File: src/rtl/logic_unit_arbiter_if.sv
// logic_unit_arbiter_if: request/response bundle between requesters and the shared logic unit
interface logic_unit_arbiter_if #(
  parameter int NREQ  = 4,
  parameter int WIDTH = 8
);
  logic [NREQ-1:0]         req_valid;
  logic [NREQ-1:0]         req_ready;
  logic [2*NREQ-1:0]       req_op;
  logic [WIDTH*NREQ-1:0]   req_a;
  logic [WIDTH*NREQ-1:0]   req_b;
  logic                    rsp_valid;
  logic                    rsp_ready;
  logic [$clog2(NREQ)-1:0] rsp_id;
  logic [WIDTH-1:0]        rsp_data;
  logic                    busy;
  modport master (
    output req_valid, req_op, req_a, req_b, rsp_ready,
    input  req_ready, rsp_valid, rsp_id, rsp_data, busy
  );
  modport slave (
    input  req_valid, req_op, req_a, req_b, rsp_ready,
    output req_ready, rsp_valid, rsp_id, rsp_data, busy
  );
endinterface

File: src/rtl/logic_unit_arbiter.sv
// logic_unit_arbiter: shares one bitwise AND/OR/XOR/NOT unit among NREQ requesters; LOGIC_ARB_RR_EN selects round-robin, else fixed priority
module logic_unit_arbiter #(
  parameter int NREQ  = 4,
  parameter int WIDTH = 8
) (
  input logic clk,
  input logic rst_n,
  logic_unit_arbiter_if.slave bus
);
  localparam int IW = $clog2(NREQ);
  typedef enum logic [1:0] {IDLE, EXEC, RESP} state_t;
  state_t state, state_nx;
  logic [IW-1:0] gnt, idx, id_q, rsp_id_q;
  logic gnt_ok, accept;
  logic [1:0] op_q;
  logic [WIDTH-1:0] a_q, b_q, result, rsp_data_q;
  logic [1:0] op_arr [NREQ];
  logic [WIDTH-1:0] a_arr [NREQ];
  logic [WIDTH-1:0] b_arr [NREQ];
  for (genvar i = 0; i < NREQ; i++) begin : g_unpack
    assign op_arr[i] = bus.req_op[2*i +: 2];
    assign a_arr[i]  = bus.req_a[WIDTH*i +: WIDTH];
    assign b_arr[i]  = bus.req_b[WIDTH*i +: WIDTH];
  end
`ifdef LOGIC_ARB_RR_EN
  logic [IW-1:0] ptr;
  // search start moves just past the requester whose response completed
  always_ff @(posedge clk or negedge rst_n)
    if (!rst_n) ptr <= '0;
    else if (state == RESP && bus.rsp_ready) ptr <= (rsp_id_q == IW'(NREQ - 1)) ? '0 : rsp_id_q + 1'b1;
`else
  localparam logic [IW-1:0] ptr = '0;
`endif
  // first valid requester at or after ptr, wrapping
  always_comb begin
    gnt = '0;
    gnt_ok = 1'b0;
    idx = '0;
    for (int k = 0; k < NREQ; k++) begin
      idx = IW'((int'(ptr) + k) % NREQ);
      if (!gnt_ok && bus.req_valid[idx]) begin
        gnt = idx;
        gnt_ok = 1'b1;
      end
    end
  end
  assign bus.req_ready = (state == IDLE && gnt_ok && rst_n) ? NREQ'(1) << gnt : '0;
  assign accept = |bus.req_ready;
  // state register
  always_ff @(posedge clk or negedge rst_n)
    if (!rst_n) state <= IDLE;
    else state <= state_nx;
  // IDLE waits for an accept, EXEC always lasts one cycle, RESP waits on the consumer
  always_comb begin
    state_nx = state;
    state_nx = (state == IDLE) ? (accept ? EXEC : IDLE) :
               (state == EXEC) ? RESP :
               (bus.rsp_ready ? IDLE : RESP);
  end
  // the shared bitwise unit
  always_comb begin
    result = '0;
    result = (op_q == 2'b00) ? a_q & b_q :
             (op_q == 2'b01) ? a_q | b_q :
             (op_q == 2'b10) ? a_q ^ b_q : ~a_q;
  end
  // operand capture on accept, result/id registration in EXEC
  always_ff @(posedge clk or negedge rst_n)
    if (!rst_n) begin
      op_q <= '0;
      a_q <= '0;
      b_q <= '0;
      id_q <= '0;
      rsp_id_q <= '0;
      rsp_data_q <= '0;
    end else begin
      if (accept) begin
        op_q <= op_arr[gnt];
        a_q <= a_arr[gnt];
        b_q <= b_arr[gnt];
        id_q <= gnt;
      end
      if (state == EXEC) begin
        rsp_data_q <= result;
        rsp_id_q <= id_q;
      end
    end
  assign bus.rsp_valid = state == RESP;
  assign bus.busy = state != IDLE;
  assign bus.rsp_id = rsp_id_q;
  assign bus.rsp_data = rsp_data_q;
endmodule

File: src/flat_wrapper.sv
// flat-port wrapper written by rule: the top's interface ports become plain ports
module logic_unit_arbiter_flat 
#(
  parameter int NREQ  = 4,
  parameter int WIDTH = 8
)
  (clk, rst_n, bus_req_valid, bus_req_op, bus_req_a, bus_req_b, bus_rsp_ready, bus_req_ready, bus_rsp_valid, bus_rsp_id, bus_rsp_data, bus_busy);
  logic_unit_arbiter_if #(.NREQ(NREQ), .WIDTH(WIDTH)) bus_i ();
  input logic clk;
  input logic rst_n;
  input wire logic [$bits(bus_i.req_valid)-1:0] bus_req_valid;
  input wire logic [$bits(bus_i.req_op)-1:0] bus_req_op;
  input wire logic [$bits(bus_i.req_a)-1:0] bus_req_a;
  input wire logic [$bits(bus_i.req_b)-1:0] bus_req_b;
  input wire logic [$bits(bus_i.rsp_ready)-1:0] bus_rsp_ready;
  output wire logic [$bits(bus_i.req_ready)-1:0] bus_req_ready;
  output wire logic [$bits(bus_i.rsp_valid)-1:0] bus_rsp_valid;
  output wire logic [$bits(bus_i.rsp_id)-1:0] bus_rsp_id;
  output wire logic [$bits(bus_i.rsp_data)-1:0] bus_rsp_data;
  output wire logic [$bits(bus_i.busy)-1:0] bus_busy;
  assign bus_i.req_valid = bus_req_valid;
  assign bus_i.req_op = bus_req_op;
  assign bus_i.req_a = bus_req_a;
  assign bus_i.req_b = bus_req_b;
  assign bus_i.rsp_ready = bus_rsp_ready;
  assign bus_req_ready = bus_i.req_ready;
  assign bus_rsp_valid = bus_i.rsp_valid;
  assign bus_rsp_id = bus_i.rsp_id;
  assign bus_rsp_data = bus_i.rsp_data;
  assign bus_busy = bus_i.busy;
  logic_unit_arbiter #(.NREQ(NREQ), .WIDTH(WIDTH)) u_core (.clk(clk), .rst_n(rst_n), .bus(bus_i));
endmodule
File: config.mk
export PLATFORM = sky130hd
export DESIGN_NAME = logic_unit_arbiter_flat
export DESIGN_NICKNAME = d
export VERILOG_FILES = /design/src/rtl/logic_unit_arbiter_if.sv /design/src/rtl/logic_unit_arbiter.sv /design/src/flat_wrapper.sv
export SDC_FILE = /design/constraint.sdc
export NUM_CORES = 1
export LEC_CHECK = 0
export ABC_AREA = 1
export BUFFER_PORTS_ARGS = -buffer_cell sky130_fd_sc_hd__buf_2
export CORE_MARGIN = 2
export CORE_UTILIZATION = 52
export CTS_BUF_LIST = sky130_fd_sc_hd__clkbuf_4
export CTS_CLUSTER_DIAMETER = 60
export CTS_CLUSTER_SIZE = 16
export DETAILED_ROUTE_END_ITERATION = 16
export HOLD_SLACK_MARGIN = 0.1
export PLACE_DENSITY_LB_ADDON = 0.08
export SKIP_LAST_GASP = 1
export SLEW_MARGIN = 0
export SYNTH_ARGS = -nofsm -noshare
export SYNTH_HDL_FRONTEND = slang
export SYNTH_SLANG_ARGS = --single-unit
File: constraint.sdc
create_clock -name clk -period 1.35 [get_ports clk]
set_input_delay 0.0675 -clock clk [delete_from_list [all_inputs] [get_ports clk]]
set_output_delay 0.0675 -clock clk [all_outputs]
set_load 0.02 [all_outputs]
Yosys cells after proc, flatten, opt, wreduce, memory -nomap -nowiden --
Index checks and enable logic that the tools add are counted.
Storage, ports and cells: logic and storage cells 54, output and inout bits 16, bits of input ports 79, register bits after elaboration 32
Cells by class: muxes and demuxes 24, bitwise gates (word level) 5, magnitude comparators 1, shift operators 1, equal/unequal tests 4, reduce and logical (&&, ||, !) cells 12
Operators with widths (number):
- $mux 8 | 7
- $bmux 8 s2 | 2
- $mux 2 | 7
- $and 8x8->8 | 1
- $not 8->8 | 1
- $or 8x8->8 | 1
- $xor 8x8->8 | 1
- $mux 1 | 6
- $logic_and 1x1->1 | 5
- $bmux 2 s2 | 1
- $eq 2x1->1 const B | 2
- $eq 2x2->1 const B | 2
- $logic_not 2->1 | 2
- $mux 4 | 1
- $reduce_or 4->1 | 1
- $shl 1x2->4 const A | 1
- $ge 3x3->1 const B | 1
- $logic_not 1->1 | 3
- $not 2->3 | 1
- $reduce_bool 2->1 | 1

Depth between registers and ports, before layout --
Gate-level depths: netlist of the first run.
depth after elaboration 16, depth in mapped cells 9, mapped depth without buffers 8

Worst setup path after synthesis of the first run --
Ideal clock, no wire load.
path type reg-to-output, from register u_core.state[1], to output bus_req_ready[0], slack -0.246 ns, cell stages (with the launch flop) 7, data arrival time 1.529 ns, data required time 1.283 ns, buffers on the path 1, cell sequence dfrtp_1 inv_2 nand2_1 nor2_1 nand2_2 buf_2 nor3_1
On the way: cells in the longest elaborated chain, start to end 4
Ends and longest elaborated chain:
- start, declared | RTL line logic_unit_arbiter.sv:12 | state_t state, state_nx;
- start signal, assigned | RTL line logic_unit_arbiter.sv:52 | else state <= state_nx;
- $logic_not 2->1 | RTL line logic_unit_arbiter.sv:47 | assign bus.req_ready = (state == IDLE && gnt_ok && rst_n) ? NREQ'(1) << gnt : '0;
- $logic_and 1x1->1 (2 in a row) | RTL line logic_unit_arbiter.sv:47
- $mux 4 | RTL line logic_unit_arbiter.sv:47
- end, declared | RTL line flat_wrapper.sv:16 | output wire logic [$bits(bus_i.req_ready)-1:0] bus_req_ready;
Every way passes these cells.

Final worst setup path of the first run --
from register u_core.state[0], to output bus_req_ready[2]
Same word-level chain as after synthesis.

==> flow_metrics.py, run 1 <==
metrics = {
    "worst_setup_path": {
        "cp.arrival_ns": 1.49,
        "cp_max_fo": 5,
        "required_ns": 1.28,
        "end_kind": "primary output",
        "critical_path_class": "register to primary output",
        "start_kind": "register",
    },
    "clock_tree": {
        "numClockSinks": 32,
        "htree_num_levels": 2,
        "cts_tree": "yes",
        "clock_latency_ns": 0.33,
        "clk_path_buf_depth": 2,
        "cts.clk_slew.worst_paths_ns": 0.10,
        "numCtsBuffers": 5,
        "cts_root_buf": "clkbuf_4",
    },
    "placement": {
        "placed_cells": 558,
        "dp_hpwl_mm": 4.92,
        "port_buffers": 94,
        "finalWeightedCongestion": 0.852,
    },
    "synthesis": {
        "synth_top_family_by_area": "simple AND/OR/NAND/NOR gates",
        "avgSynthCellArea_um2": 6.48,
        "syn-instance-count": 399,
        "yosys.area_share.xor_xnor_pct": 0,
        "ys_ff_latch": 32,
        "yosysWarnings": 0,
        "syn_area_um2": 2590,
        "synth-simple-area-share_pct": 39.7,
        "syn-num-nets": 494,
        "synth_compound_area_share_pct": 5.71,
        "yosysSeqAreaShare_pct": 30.9,
        "yosys.cell_types.count": 23,
        "synth_mux_area_share_pct": 0,
        "synthAdderAreaFrac_pct": 7.74,
    },
    "route": {
        "initialDrtViolationCount": 148,
        "drcViolationCount": 0,
        "wl_mm": 7.49,
        "vias": 2998,
        "vias_per_cell": 4.96,
        "wl_per_cell_um": 12.4,
        "ant_nets": 0,
        "dr.pass1.iters": 4,
    },
    "outcome": {
        "violations": "negative setup slack",
        "status": "complete, but fails checks",
    },
    "cells_and_area": {
        "fill_cells": 358,
        "final_common_cell": "nand2_1",
        "diodes": 0,
        "synthToLayoutAreaGrowth_pct": 44.8,
        "drive_above_1_share_pct": 30.9,
        "nNetsFinal": 631,
        "final_cell_mix": "nand2_1 (108), buf_2 (90), nand3_1 (88)",
        "final_cell_count_no_fill": 604,
    },
    "sta": {
        "rsz0062_at_grt": "yes",
        "min_period_ns": 1.56,
        "period_share_pct": 115,
        "finalMaxSlewViolations": 0,
        "worstMarginPinSlew_ns": 0.393,
        "fin_ws_ns": -0.207,
        "final-hold-violation-count": 0,
        "hold_slack_ns": 0.0979,
        "finalSetupTns_ns": -0.760,
        "skew_ns": 0.0112,
        "max_freq_mhz": 642,
        "setup_viol": 5,
        "relSlewSlack_pct": 73.8,
    },
    "die": {
        "die_height_um": 74.5,
        "die_w_um": 74.5,
        "io-pin-count": 95,
        "start_util_pct": 54.4,
        "rows": 25,
        "coreArea_um2": 4750,
        "dieArea_um2": 5560,
    },
    "global_routing": {
        "grt_usage_pct": 28.5,
        "antenna_found_initial": 0,
        "grt_pass1_wl_mm": 12.4,
        "grt_start_max_net_pins": 33,
        "grt_overflow": 0,
        "first_global_vias": 2795,
    },
    "power": {
        "power.density_nw_per_um2": 1580,
        "p_total_uw": 5900,
        "ir_drop_mv": 0.848,
        "p_leak_uw": 0.00214,
    },
    "worst_hold_path": {
        "hold_class": "input pin to register",
    },
    "flow_run": {
        "cap_viol_max_count": 0,
    },
}
[worst max-delay path: stages (launching register included)]
cell	delay, ns
dfrtp_1	0.41
inv_2	0.08
nand2_4	0.05
nor2_4	0.11
nand2_4	0.08
buf_4	0.15
nor3_4	0.12
buf_6	0.14
[routing by layer]
layer | up-vias | track usage [%] | part of all wire, %
li1 | 1518 | - | -
met1 | 1325 | 36.3 | 41
met2 | 132 | 49.1 | 50
met3 | 23 | 4.07 | 7.1
met4 | 0 | 10.3 | 2.3
met5 | - | 0 | 0
[path summary, 6_finish.rpt]
path	start	endpoint	slack [ns]	cells past startpoint
max in group asynchronous	rst_n	u_core.a_q[5]$_DFFE_PN0P_	0.76	3
worst min-delay path	bus_req_b[28]	u_core.b_q[4]$_DFFE_PN0P_	0.1	5
worst max register to register	u_core.state[0]$_DFF_PN0_	u_core.b_q[7]$_DFFE_PN0P_	-0.06	8
min in group asynchronous	rst_n	u_core.bus.rsp_data[2]$_DFFE_PN0N_	0.30	3
worst min register to register	u_core.bus.rsp_id[0]$_DFFE_PN0N_	u_core.bus.rsp_id[0]$_DFFE_PN0N_	0.49	2
worst max-delay path	u_core.state[0]$_DFF_PN0_	bus_req_ready[2]	-0.21	7
[Yosys cell counts]
| library cell | instances | share of area [%] |
|---|---|---|
| o21ai_0 | 2 | 0.39 |
| ha_1 | 16 | 7.7 |
| buf_2 | 9 | 1.7 |
| buf_4 | 5 | 1.5 |
| or2_1 | 5 | 1.2 |
| o21ai_2 | 1 | 0.34 |
| dfrtp_1 | 32 | 31 |
| nand3_1 | 89 | 17 |
| buf_6 | 3 | 1.3 |
| o211ai_1 | 5 | 1.5 |
| inv_1 | 70 | 10 |
| clkbuf_1 | 1 | 0.14 |
| a31oi_1 | 1 | 0.24 |
| nand3_2 | 1 | 0.39 |
| nor2_1 | 14 | 2.0 |
| a21oi_1 | 17 | 3.3 |
| nor2_2 | 2 | 0.48 |
| nand3b_1 | 1 | 0.29 |
| nand2_1 | 111 | 16 |
| nor3_1 | 2 | 0.39 |
| nand2_2 | 1 | 0.24 |
| inv_2 | 8 | 1.2 |
| nor2_4 | 3 | 1.3 |
[cell families (layout without fill, tap and decap cells)]
group	Yosys count	count (layout)
flip-flops	32	32
AND/OR/NAND/NOR	229	229
buffers and inverters	96	234
adder cells (fa/ha/maj)	16	16
AO/OA/AOI/OAI	26	26
[per-stage QoR]
step | utilization (%) | instance area, um2 | setup WS, ns
global placement | 66.7 | 3170 | 0.0282
detailed placement | 66.7 | 3170 | -0.000523
global route | 78.8 | 3750 | -0.269
floorplan | - | 2610 | -0.0259
CTS | 76.7 | 3650 | -0.200
finish | 78.8 | 3750 | -0.207
[where the power goes]
part	total (uW)	switching [uW]	leakage, uW	internal [uW]
Clock	566	326	0.0000338	240
Sequential	1770	342	0.000385	1430
Combinational	3570	2060	0.00172	1510
[flip-flops by register name (all words and copies together), names as in the netlist]
name,flops
u_core.a_q,8
u_core.b_q,8
u_core.bus.rsp_data,8
u_core.bus.rsp_id,2
u_core.id_q,2
u_core.op_q,2
u_core.state,2
[cell type report]
cell class,count,area (um2),area share [%]
Multi-Input combinational cell,271,1500,40.0
Timing Repair Buffer,148,1010,26.9
Sequential cell,32,801,21.4
Inverter,78,299,7.98
Tap cell,67,83.8,2.24
Clock buffer,7,52.6,1.40
Clock inverter,1,3.75,0.100
[what timing repair did]
action,in CTS,in global routing
hold endpoints to repair,41,0
hold buffers,25,0
gates resized for setup,20,23
pin swaps,4,6
setup endpoints to repair,9,34
buffers inserted,12,4
Note: power is estimated with default switching activity, not from simulation.
==> inputs of run 2 (changes only) <==
Settings changed: CORE_MARGIN 2 to 8.
==> run 2 against run 1 <==
The run still ends with negative setup slack left. Critical endpoint is now bus_req_ready[1]. Die area rose by 35%. Core utilization rose by 1.2 points. Sequential share of layout area fell by 0.33 points. Critical path type unchanged. Global-route usage fell by 6.0 points. Combinational power fell by 2%. Hold slack improved by 0.019 ns.
==> flow_metrics.py, run 2 (synthesized netlist as in run 1, its figures left out) <==
metrics = {
    "worst_setup_path": {
        "critical_path_class": "register to primary output",
        "timing.rr.start": "u_core.state[1]$_DFF_PN0_",
        "slowest_stage": "dfrtp_1",
        "ff2ff_setup_slack_ns": -0.13,
        "start_kind": "register",
        "rr_worst_depth": 9,
        "cp_max_fo": 16,
        "cpPeakStageDelay_ns": 0.40,
        "cp.arrival_ns": 1.49,
        "worstPathCellList": "inv_2 > nand2_2 > nor2_4 > nand2_4 > buf_8 > nor2_1 > buf_4",
        "end_kind": "primary output",
        "critPathBufInv": 3,
        "required_ns": 1.28,
        "r2r-end": "u_core.b_q[4]$_DFFE_PN0P_",
        "critPathTopFamily": "flip-flops",
    },
    "sta": {
        "worstMarginPinSlew_ns": 0.391,
        "rsz0062_at_grt": "yes",
        "fin_ws_ns": -0.204,
        "period_share_pct": 115,
        "min_period_ns": 1.55,
        "skew_ns": 0.00558,
        "finalMaxSlewViolations": 0,
        "final-hold-violation-count": 0,
        "setup_viol": 15,
        "relSlewSlack_pct": 73.9,
        "max_freq_mhz": 644,
    },
    "worst_hold_path": {
        "hold_depth": 5,
        "hold_path_end": "u_core.a_q[5]$_DFFE_PN0P_",
        "hold_class": "input pin to register",
        "hold_start": "bus_req_a[21]",
    },
    "route": {
        "drcViolationCount": 0,
        "initialDrtViolationCount": 149,
        "ant_nets": 0,
        "vias_per_cell": 5.14,
        "wl_per_cell_um": 14.9,
        "vias": 3112,
        "wl_mm": 9.06,
        "dr.pass1.iters": 5,
    },
    "cells_and_area": {
        "utilization_pct": 80.1,
        "final_cell_count_no_fill": 606,
        "final_cell_mix": "nand2_1 (105), buf_2 (90), nand3_1 (80)",
        "drive_above_1_share_pct": 30.7,
        "final_cell_area_um2": 3810,
        "nNetsFinal": 632,
        "synthToLayoutAreaGrowth_pct": 47.1,
        "final_common_cell": "nand2_1",
        "fill_cells": 330,
    },
    "die": {
        "die_w_um": 86.5,
        "io-pin-count": 95,
        "rows": 25,
        "start_util_pct": 54.4,
        "dieArea_um2": 7490,
        "coreArea_um2": 4750,
        "die_height_um": 86.5,
    },
    "power": {
        "ir_drop_mv": 0.769,
        "power.density_nw_per_um2": 1560,
        "p_total_uw": 5960,
        "p_leak_uw": 0.00218,
    },
    "flow_run": {
        "cap_viol_max_count": 0,
    },
    "clock_tree": {
        "numCtsBuffers": 5,
        "numClockSinks": 32,
        "cts_root_buf": "clkbuf_4",
        "cts.clk_slew.worst_paths_ns": 0.10,
        "htree_num_levels": 2,
        "clk_path_buf_depth": 2,
        "cts_tree": "yes",
        "clock_latency_ns": 0.33,
    },
    "placement": {
        "dp_hpwl_mm": 5.51,
        "dpl_cell_area_um2": 3190,
        "finalWeightedCongestion": 0.860,
        "port_buffers": 94,
        "placed_cells": 560,
    },
    "global_routing": {
        "grt_overflow": 0,
        "grt_usage_pct": 22.4,
        "grt_start_max_net_pins": 33,
        "grt_pass1_wl_mm": 13.6,
        "first_global_vias": 3075,
        "antenna_found_initial": 0,
    },
    "outcome": {
        "violations": "negative setup slack",
        "status": "complete, but fails checks",
    },
}
## run 2: area by class of cell
type	instances	area, um2	area share (%)
Multi-Input combinational cell	271	1500	39.3
Timing Repair Buffer	148	1030	27.1
Sequential cell	32	801	21.0
Inverter	78	308	8.09
Tap cell	67	83.8	2.20
Clock buffer	5	37.5	0.986
Clock inverter	3	37.5	0.986
Timing Repair inverter	1	8.76	0.230
Antenna cell	1	2.50	0.0657
## run 2: worst max path at each step
| stage | start | end | slack, ns | cells past startpoint |
|---|---|---|---|---|
| 3_3_place_gp | u_core.state[1]$_DFF_PN0_ | u_core.b_q[3]$_DFFE_PN0P_ | 0.04 | 7 |
| 4_1_cts | u_core.state[1]$_DFF_PN0_ | bus_req_ready[1] | -0.20 | 7 |
| 3_5_place_dp | u_core.state[1]$_DFF_PN0_ | u_core.b_q[3]$_DFFE_PN0P_ | 0.004 | 7 |
| 5_1_grt | u_core.state[1]$_DFF_PN0_ | bus_req_ready[3] | -0.29 | 7 |
| 6_report | u_core.state[1]$_DFF_PN0_ | bus_req_ready[1] | -0.20 | 7 |
| 2_1_floorplan | u_core.state[1]$_DFF_PN0_ | bus_req_ready[1] | -0.03 | 6 |
## run 2: metal layers
layer / track usage (%) / vias up / wire (um)
met4: 11.6 / 0 / 365
met5: 0 / - / 0
met2: 38.8 / 173 / 4510
met1: 25.4 / 1380 / 3530
li1: - / 1520 / -
met3: 4.73 / 39 / 646
## run 2: through the flow
step / hold WS (ns) / TNS (ns) / worst slack [ns]
6_report: 0.117 / -1.63 / -0.204
2_1_floorplan: -0.228 / -0.0709 / -0.0259
3_3_place_gp: 0.122 / 0 / 0.0411
3_5_place_dp: 0.127 / 0 / 0.00390
4_1_cts: 0.101 / -1.02 / -0.205
5_1_grt: 0.122 / -3.08 / -0.288
## run 2: timing repair
item / in CTS / in global routing
pin swaps: 9 / 4
resized for setup: 21 / 27
hold buffers: 27 / 0
setup buffers: 4 / 5
hold endpoints to repair: 41 / 0
setup endpoints to repair: 9 / 32
gates cloned: 0 / 2
## run 2: worst reg2reg max path, stage by stage (launching register included)
cell and delay, ns:
dfrtp_1 0.40, inv_2 0.07, nand2_2 0.07, nor2_4 0.11, nand2_4 0.10, buf_4 0.16, buf_8 0.14, nor2_4 0.16
o211ai_1 0.12, nand3_1 0.09
## run 2: power by group
group | switching (uW) | internal (uW) | total, uW
clock network | 325 | 378 | 703
registers | 339 | 1430 | 1760
logic | 2060 | 1430 | 3490
total | 2720 | 3230 | 5960
==> inputs of run 3 (changes only) <==
Settings changed: CORE_UTILIZATION 52 to 45.
==> run 3 against run 2 <==
The run still ends with negative setup slack left. Core utilization is 12 points lower. Via count is 4.8% lower. Setup slack better by 0.050 ns. Hold slack worse by 0.023 ns. Fmax is 3.3% higher. Sequential share of layout area is 0.10 points higher. Final area is 0.49% lower. Sequential power hardly changed. Clock power is 21% lower. Critical path depth stayed put. Largest cell class unchanged.
==> flow_metrics.py, run 3 (synthesized netlist as in run 1, its figures left out) <==
metrics = {
    "outcome": {
        "status": "complete, but fails checks",
        "violations": "negative setup slack",
    },
    "worst_setup_path": {
        "required_ns": 1.28,
        "end_kind": "primary output",
        "timing.rr.start": "u_core.state[1]$_DFF_PN0_",
        "cp_max_fo": 5,
        "cp.arrival_ns": 1.44,
        "critical_path_class": "register to primary output",
        "startpoint": "u_core.state[1]$_DFF_PN0_",
        "start_kind": "register",
    },
    "route": {
        "vias": 2962,
        "dr.pass1.iters": 4,
        "ant_nets": 0,
        "initialDrtViolationCount": 101,
        "drcViolationCount": 0,
        "wl_mm": 8.20,
        "vias_per_cell": 4.82,
        "wl_per_cell_um": 13.3,
    },
    "power": {
        "power.density_nw_per_um2": 1540,
        "ir_drop_mv": 1.03,
        "p_total_uw": 5830,
        "p_leak_uw": 0.00215,
    },
    "placement": {
        "dpl_cell_area_um2": 3210,
        "port_buffers": 94,
        "finalWeightedCongestion": 0.847,
        "dp_hpwl_mm": 5.65,
    },
    "die": {
        "die_height_um": 91.8,
        "die_w_um": 91.8,
        "rows": 27,
        "io-pin-count": 95,
        "coreArea_um2": 5540,
        "dieArea_um2": 8430,
        "start_util_pct": 46.7,
    },
    "clock_tree": {
        "cts_tree": "yes",
        "cts_root_buf": "clkbuf_4",
        "numCtsBuffers": 5,
        "clock_latency_ns": 0.35,
        "htree_num_levels": 2,
        "numClockSinks": 32,
        "clk_path_buf_depth": 2,
        "cts.clk_slew.worst_paths_ns": 0.11,
    },
    "sta": {
        "min_period_ns": 1.50,
        "rsz0062_at_grt": "yes",
        "period_share_pct": 111,
        "skew_ns": 0.0145,
        "setup_viol": 6,
        "final-hold-violation-count": 0,
        "finalMaxSlewViolations": 0,
        "max_freq_mhz": 665,
        "relSlewSlack_pct": 73.3,
        "worstMarginPinSlew_ns": 0.401,
        "fin_ws_ns": -0.154,
        "finalSetupTns_ns": -0.567,
    },
    "cells_and_area": {
        "synthToLayoutAreaGrowth_pct": 46.4,
        "fill_cells": 507,
        "final_cell_mix": "nand2_1 (109), buf_2 (90), nand3_1 (86)",
        "drive_above_1_share_pct": 30.4,
        "diodes": 0,
        "nNetsFinal": 637,
        "final_common_cell": "nand2_1",
        "final_cell_area_um2": 3790,
    },
    "worst_hold_path": {
        "hold_class": "input pin to register",
        "hold_start": "bus_req_a[5]",
    },
    "global_routing": {
        "grt_overflow": 0,
        "first_global_vias": 2970,
        "grt_usage_pct": 18.9,
        "grt_start_max_net_pins": 33,
        "grt_pass1_wl_mm": 13.4,
        "antenna_found_initial": 0,
    },
    "flow_run": {
        "cap_viol_max_count": 0,
    },
}
run 3: worst paths after layout:
| path | to | slack [ns] | cells after the start |
|---|---|---|---|
| worst min-delay path | u_core.a_q[5]$_DFFE_PN0P_ | 0.09 | 5 |
| worst min register to register | u_core.bus.rsp_id[0]$_DFFE_PN0N_ | 0.48 | 2 |
| min in group asynchronous | u_core.bus.rsp_data[1]$_DFFE_PN0N_ | 0.28 | 3 |
| worst max register to register | u_core.b_q[4]$_DFFE_PN0P_ | -0.02 | 8 |
| worst max-delay path | bus_req_ready[3] | -0.15 | 7 |
| max in group asynchronous | u_core.a_q[4]$_DFFE_PN0P_ | 0.77 | 3 |
run 3: timing repair:
item | CTS | global route
pin swaps | 3 | 5
setup endpoints to repair | 12 | 28
hold buffers | 31 | 0
resized for setup | 17 | 20
setup buffers | 5 | 7
endpoints found under the hold margin | 41 | 0
run 3: where the power goes:
group | total, uW | switching [uW] | leakage (uW) | internal (uW)
Clock | 558 | 362 | 0.0000249 | 196
Sequential | 1770 | 345 | 0.000385 | 1420
Combinational | 3500 | 2030 | 0.00174 | 1480
Total | 5830 | 2730 | 0.00215 | 3100
run 3: per-stage QoR:
step | hold slack (ns) | util [%] | worst slack, ns | std cells
2_1_floorplan | -0.228 | - | -0.0259 | 399
3_3_place_gp | 0.126 | 58.0 | 0.0279 | 566
3_5_place_dp | 0.136 | 58.0 | -0.0352 | 566
4_1_cts | 0.111 | 66.4 | -0.166 | 610
5_1_grt | 0.133 | 68.4 | -0.232 | 615
6_report | 0.0939 | 68.4 | -0.154 | 615
run 3: cell type report:
type                            count  area, um2  share of cell area [%]
Clock inverter                      3       18.8                   0.496
Clock buffer                        5       37.5                   0.991
Multi-Input combinational cell    271       1490                    39.2
Timing Repair Buffer              154       1050                    27.8
Sequential cell                    32        801                    21.1
Inverter                           78        302                    7.96
Tap cell                           72       90.1                    2.38
run 3: routing by layer:
layer,GRT usage [%],up-vias,wire [um],share of wire [%]
met1,23.0,1307,3580,44
met4,6.71,0,197,2.4
li1,-,1531,-,-
met3,3.99,17,483,5.9
met2,32.1,107,3940,48
met5,0,-,0,0
run 3: critical path, stage by stage, from the launching register on:
cell and delay, ns:
dfrtp_1 0.40, inv_2 0.07, nand2_2 0.07, nor2_4 0.11
nand2_4 0.10, buf_12 0.15, nor2_4 0.08, buf_6 0.12
